## src/rtl/golden_nonce_reporter.sv

```systemverilog
// Captures each new golden nonce from the mining core, buffers it in a small FIFO,
// and streams it to the host UART as a frame of SYNC_BYTE followed by four nonce bytes, MSB first.
module golden_nonce_reporter #(
    parameter int          DEPTH_LOG2 = 3,
    parameter logic [7:0]  SYNC_BYTE  = 8'hA5
) (
    input  logic                  clk,
    input  logic                  reset_n,
    input  logic [31:0]           golden_nonce,
    output logic [7:0]            tx_data,
    output logic                  tx_valid,
    input  logic                  tx_ready,
    output logic [DEPTH_LOG2:0]   fifo_count,
    output logic [7:0]            overflow_count,
    output logic                  busy
);

    localparam int DEPTH = 1 << DEPTH_LOG2;
    localparam logic [DEPTH_LOG2:0] FULL_COUNT = {1'b1, {DEPTH_LOG2{1'b0}}};

    typedef enum logic [2:0] {
        IDLE,
        SYNC,
        B3,
        B2,
        B1,
        B0
    } state_t;

    state_t                  state;
    state_t                  state_next;
    logic [31:0]             prev_nonce;
    logic [31:0]             shift_reg;
    logic [31:0]             mem [DEPTH];
    logic [DEPTH_LOG2-1:0]   wr_ptr;
    logic [DEPTH_LOG2-1:0]   rd_ptr;
    logic [DEPTH_LOG2:0]     count;
    logic [7:0]              drops;

    logic hit;
    logic full;
    logic pop;
    logic push;
    logic drop;

    // A full FIFO still accepts a hit when the FSM frees a slot on the same edge.
    assign hit  = (golden_nonce != prev_nonce);
    assign full = (count == FULL_COUNT);
    assign pop  = (state == IDLE) && (count != '0);
    assign push = hit && (!full || pop);
    assign drop = hit && full && !pop;

    always_ff @(posedge clk) begin
        if (push) begin
            mem[wr_ptr] <= golden_nonce;
        end
    end

    always_ff @(posedge clk or negedge reset_n) begin
        if (!reset_n) begin
            prev_nonce <= '0;
            wr_ptr     <= '0;
            rd_ptr     <= '0;
            count      <= '0;
            drops      <= '0;
        end else begin
            prev_nonce <= golden_nonce;
            if (push) begin
                wr_ptr <= wr_ptr + 1'b1;
            end
            if (pop) begin
                rd_ptr <= rd_ptr + 1'b1;
            end
            case ({push, pop})
                2'b10:   count <= count + 1'b1;
                2'b01:   count <= count - 1'b1;
                default: count <= count;
            endcase
            if (drop && (drops != 8'hFF)) begin
                drops <= drops + 1'b1;
            end
        end
    end

    // The head byte of the nonce always sits in the top of the shift register.
    always_ff @(posedge clk or negedge reset_n) begin
        if (!reset_n) begin
            state     <= IDLE;
            shift_reg <= '0;
        end else begin
            state <= state_next;
            if (pop) begin
                shift_reg <= mem[rd_ptr];
            end else if (tx_ready && (state != IDLE) && (state != SYNC)) begin
                shift_reg <= {shift_reg[23:0], 8'h00};
            end
        end
    end

    always_comb begin
        state_next = state;
        tx_data    = 8'h00;
        case (state)
            IDLE: begin
                if (pop) begin
                    state_next = SYNC;
                end
            end
            SYNC: begin
                tx_data = SYNC_BYTE;
                if (tx_ready) begin
                    state_next = B3;
                end
            end
            B3: begin
                tx_data = shift_reg[31:24];
                if (tx_ready) begin
                    state_next = B2;
                end
            end
            B2: begin
                tx_data = shift_reg[31:24];
                if (tx_ready) begin
                    state_next = B1;
                end
            end
            B1: begin
                tx_data = shift_reg[31:24];
                if (tx_ready) begin
                    state_next = B0;
                end
            end
            B0: begin
                tx_data = shift_reg[31:24];
                if (tx_ready) begin
                    state_next = IDLE;
                end
            end
            default: begin
                state_next = IDLE;
            end
        endcase
    end

    assign tx_valid       = (state != IDLE);
    assign busy           = (state != IDLE);
    assign fifo_count     = count;
    assign overflow_count = drops;

endmodule

```

## config.mk

```make
export PLATFORM = sky130hd
export DESIGN_NAME = golden_nonce_reporter
export DESIGN_NICKNAME = d
export VERILOG_FILES = /design/src/rtl/golden_nonce_reporter.sv
export SDC_FILE = /design/constraint.sdc
export NUM_CORES = 1
export LEC_CHECK = 0
export ABC_AREA = 1
export CAP_MARGIN = 10
export CORE_ASPECT_RATIO = 0.6
export CORE_MARGIN = 3
export CORE_UTILIZATION = 63
export CTS_BUF_LIST = sky130_fd_sc_hd__clkbuf_8
export DETAILED_ROUTE_END_ITERATION = 16
export GPL_TIMING_DRIVEN = 0
export PLACE_DENSITY = 0.82
export SLEW_MARGIN = 40
export SYNTH_ARGS = -nofsm -noshare
export SYNTH_HDL_FRONTEND = slang
export SYNTH_SLANG_ARGS = --single-unit
```

## constraint.sdc

```tcl
create_clock -name clk -period 4.15 [get_ports clk]
set_clock_uncertainty 0.15 [all_clocks]
set_input_delay 1.245 -clock clk [delete_from_list [all_inputs] [get_ports clk]]
set_output_delay 1.245 -clock clk [all_outputs]
set_load 0.01 [all_outputs]
```

; ---- After elaboration in Yosys (flattened, before gate mapping)
; Memories as Yosys holds them, arrays and structs flattened.
; Cells that the tools add are included.
[word_totals]
latch_bits = 0
output_inout_bits = 22
memories = 1
mem_bits_ro = 0
register_bits = 85
wordCells = 60
ramBits = 256
[mem_list]
columns = memory, words, word_bits, rd, rd_ports_with_merged_regs, write_ports, line
row1 = mem, 8, 32, 1, 0, 1, 34  ; logic [31:0] mem [DEPTH];
[op_classes]
div_mod_pow = 0
shift = 0
muxes = 13
magnitude_cmp = 0
reduce_logical = 17
n_mul = 0
n_bitwise = 0
n_eq_ne = 17
add_sub_neg = 5
[ops]
columns = cell, count
row1 = two-way mux 32 bit, 2
row2 = != test 32 bit, 1
row3 = two-way mux 3 bit, 6
row4 = one-hot mux 3 bit (6 select lines), 1
row5 = one-hot mux 8 bit (2 select lines), 1
row6 = "!= test 2 bit, second input constant", 6
row7 = "adder 8 x 1 -> 8 bit, second input constant", 1
row8 = "!= test 8 bit, second input constant", 1
row9 = one-hot mux 4 bit (2 select lines), 1
row10 = logical AND 1 bit, 7
row11 = "adder 3 x 1 -> 3 bit, second input constant", 2
row12 = "== test 3 x 2 -> 1 bit, second input constant", 2
row13 = "== test 3 bit, second input constant", 2
row14 = AND reduction 6 bit, 1
row15 = "adder 4 x 1 -> 4 bit, second input constant", 1
row16 = "== test 4 bit, second input constant", 1
row17 = nonzero test 2 bit, 2
row18 = nonzero test 4 bit, 1
row19 = OR reduction 4 bit, 1
row20 = "subtractor 4 x 1 -> 4 bit, second input constant", 1
row21 = "== test 3 x 1 -> 1 bit, second input constant", 1
row22 = zero test 3 bit, 1
row23 = "!= test 3 x 1 -> 1 bit, second input constant", 1
row24 = nonzero test 3 bit, 1
row25 = 5 further kinds, 7

; ---- Depth between registers and ports, before layout
[depth]
depth_word = 6
depth_mapped = 18
depth_no_buf = 18

; ---- Worst setup path before layout
; Ideal clock, no wire load.
[synth_timing]
path_kind = in2reg
startpoint = in golden_nonce[27]
endpoint = mem mem[0][0] (enable)
arrival_ns = 3.500
slack_ns = 0.079
path_stages = 11
required_ns = 3.579
setup_time_ns = 0.421
n_path_buf = 0
path_cell_list = inv_1 > nand2_1 > nand2_1 > nand2_1 > nor2_1 > nand2_1 > nor2_1 > nand2_1 > nand2_1 > or2_2 > nor2_1
[synth_via]
elab_chain_cells = 4
[synth_lines]
columns = item, line
row1 = from (decl), 9  ; input logic [31:0] golden_nonce,
row2 = != test 32 bit, 47  ; assign hit = (golden_nonce != prev_nonce);
row3 = logical AND 1 bit, 50  ; assign push = hit && (!full || pop);
row4 = two-way mux 1 bit, 54  ; if (push) begin
row5 = two-way mux 1 bit (implied by the code), 55  ; mem[wr_ptr] <= golden_nonce;
row6 = to (decl), 34
; No other way between the ends.

; ---- Worst setup path after layout
[layout_timing]
startpoint = in golden_nonce[14]
endpoint = mem mem[1][5] (enable)
; The elaborated chain is that of the path after synthesis.

==> run metrics <==
multi-input logic area=0.00331 sq mm; Hold Path Class=register to register; number of flip-flops in the largest register=256; total global-route track usage=a little under a third; total power draw=12.0 mW; Post-Syn Instances=1,073; H-tree depth=2; Slew @ Worst Pin=829 ps; mean post-synth cell area=~13 sq um; share of layout cells above drive strength 1=9.33%; status=complete, no violations; CP Data Required Time=4310 ps; RSZ-0062 raised after global routing=no; crit path DAT=4190 ps; min Tclk post-route=between 4000 and 5000 ps; largest net degree at the start of global routing=46; WS Path Type=primary input to register; Placer Congestion=0.849; initial antenna violation count=1; vias per cell=6.37; Clock Power Share=20.3%; pwr dens=765 mW/mm^2; I/O pins=57; grt ovf=0; critical path's slowest cell=clkdlybuf4s50_1; Final Hold Vio Count=0; Worst setup SP type=primary input; clk_lat worst skew=between 500 and 600 ps; DRT Pass-1 Iters=6; FF/Latch Area=0.00981 sq mm; Rel. slew slack=44.7%; crit share post-route=96.9%; nets=around 1,200; Site Rows=40; # DRC=0; Seq cells post-synth=341; Post-synth EDFFs=roughly 260; Seq/Total Area, Yosys=72.5%; Crit. End Element=register; vias in the first global route=9,334; cts bufs inserted=47; HPWL after DPL=approximately 23,000 microns; first-pass GRT wire length=54,300 microns; via count=9,591; hold buffer count at CTS=0; drt wl/cell=23.4 microns; sum of negative setup slack=0 ps; worst path cell trace=clkdlybuf4s50_1, xnor2_1, nand2_1, nor2_1, nand2_1, nor2_1, nand2_1, nand2_1, inv_1, nand2_2, nor2_4, buf_16, buf_8; DRT antenna net count=0; fill count=1,283; Layout area overhead=16.2%; count leader, synth=edfxtp_1; Die Y=~120 microns; ys flop type=edfxtp_1; fmax=0.249 GHz; CP max FO=16; P_sw=about 4.7 mW; IR drop worst, VDD=0.550 mV; synth unique cells=36; warnings from Yosys=0; Flop pwr share=41.5%; root buf cell=clkbuf_8; diode count=0; port bufs=56; CTS tree=yes; Iteration-0 DRC Markers=1,435; Core ar.=0.0205 sq mm; Synth area leaders=edfxtp_1 57%, dfrtp_1 16%, o21ai_0 5.7%; Die X=195 microns; Total Wirelength=35,200 microns; area fraction of the dominant cell type after synthesis=56.8%; clk sinks=341; Reg clk slew, reported paths=70 ps; Int Pwr=7.32 mW; crit-path max cell delay=roughly 650 ps; max-slew violations=0; most frequent cells after synthesis=256 x edfxtp_1, 165 x nor2_1, 155 x o21ai_0, 100 x nand2_1, 85 x dfrtp_1; starting density of the core=66.0%; CP dominant cell by count=nand2_1; Setup-failing EPs final=0; Combinational Power Share=38.2%; sw frac=39.1%; Post-synth ARST share=24.9%; Cell Area, Synth=0.0135 sq mm; syn_nets=1,114; Die ar.=0.0233 sq mm; largest area contributor in the netlist=edfxtp_1; max_cap viols=0; Longest Clk Path Bufs=3; Lkg Pwr=5.72 nW
==> cell type report <==
| cell class | instances | area share, % |
|---|---|---|
| repair buffers | 73 | 5.77 |
| multi-input cells | 617 | 21.1 |
| clock inverters | 35 | 1.04 |
| well taps | 273 | 2.17 |
| clock buffers | 52 | 4.55 |
| plain buffers | 61 | 1.70 |
| flip-flops and latches | 341 | 62.4 |
| inverters | 54 | 1.30 |
==> through the flow <==
step / setup slack (ps) / cells / hold slack (ps) / area (sq um) / util [%]
finish: 127 / 1506 / 348 / 15700 / 76.7
global route: 34.5 / 1506 / 363 / 15700 / 76.7
CTS: 92.9 / 1506 / 347 / 15700 / 76.7
detailed placement: -516 / 1419 / 334 / 14800 / 72.4
global placement: -2390 / 1402 / 318 / 14400 / 70.4
floorplan: 78.7 / 1073 / 303 / 13500 / -
==> power groups by stage <==
stage / Clock, mW / Sequential (mW) / Combinational (mW)
finish: 2.44 / 4.99 / 4.59
global route: 2.60 / 5.06 / 4.92
CTS: 2.45 / 4.98 / 4.46
detailed placement: 0 / 5.05 / 4.44
global placement: 0 / 5.09 / 3.92
floorplan: 0 / 5.01 / 2.46
==> layout by cell type (no fill, tap or decap), drive strengths merged <==
cell | netlist | layout
nand3 | 33 | 33
nand4 | 2 | 2
inv | 53 | 74
nand2 | 102 | 102
fa | 1 | 1
a31oi | 6 | 6
or2 | 1 | 1
dfrtp | 85 | 85
o32ai | 1 | 1
nand3b | 1 | 1
ha | 5 | 5
edfxtp | 256 | 256
a21oi | 6 | 6
a32o | 2 | 2
a22oi | 2 | 2
clkinv | 1 | 14
bufinv | 0 | 1
a221oi | 1 | 1
clkbuf | 42 | 94
clkdlybuf4s50 | 0 | 55
nor2 | 167 | 167
o211ai | 13 | 13
xnor2 | 30 | 30
buf | 19 | 37
xor2 | 7 | 7
o221ai | 49 | 49
o22ai | 15 | 15
o21ai | 173 | 173
==> layer usage <==
| metal | vias to the layer above | GRT usage [%] | share of wire, % | wire length (microns) |
|---|---|---|---|---|
| li1 | 4125 | - | - | - |
| met1 | 4623 | 46.8 | 40 | 14000 |
| met2 | 771 | 42.8 | 42 | 14700 |
| met3 | 72 | 10.5 | 16 | 5690 |
| met4 | 0 | 9.08 | 2.1 | 735 |
| met5 | - | 0 | 0 | 0 |
==> cell families (layout without fill, tap and decap cells) <==
| family | after synthesis | in the layout | share of synthesized area [%] |
|---|---|---|---|
| xor+xnor | 37 | 37 | 2.39 |
| fa+ha+maj | 6 | 6 | 0.610 |
| flops | 341 | 341 | 72.5 |
| simple gates | 306 | 306 | 8.98 |
| compound gates | 268 | 268 | 12.0 |
| buf+inv | 115 | 275 | 3.49 |
==> final timing paths <==
| path | depth (start not counted) | endpoint | slack (ps) | startpoint |
|---|---|---|---|---|
| max in group asynchronous | 2 | prev_nonce[5] | 2840 | reset_n |
| min in group asynchronous | 1 | fifo_count[3] | 420 | reset_n |
| setup / recovery | 13 | mem[1][5] | 130 | golden_nonce[14] |
| setup reg to reg | 12 | mem[1][5] | 1040 | prev_nonce[14] |
| hold reg to reg | 2 | shift_reg[7] | 350 | shift_reg[7] |
| hold / removal | 2 | shift_reg[7] | 350 | shift_reg[7] |
==> worst max-delay path: cells and delay by family <==
kind / cells / cell delay [ps]
buffers and inverters: 4 / 1120
AND/OR/NAND/NOR: 8 / 1610
XOR/XNOR: 1 / 180
==> repair_timing <==
action / CTS / global route
gates resized for setup: 0 / 1
setup buffers: 0 / 0
endpoints found under the hold margin: 0 / 0
setup endpoints to repair: 0 / 16
(Power assumes the default switching activity.)
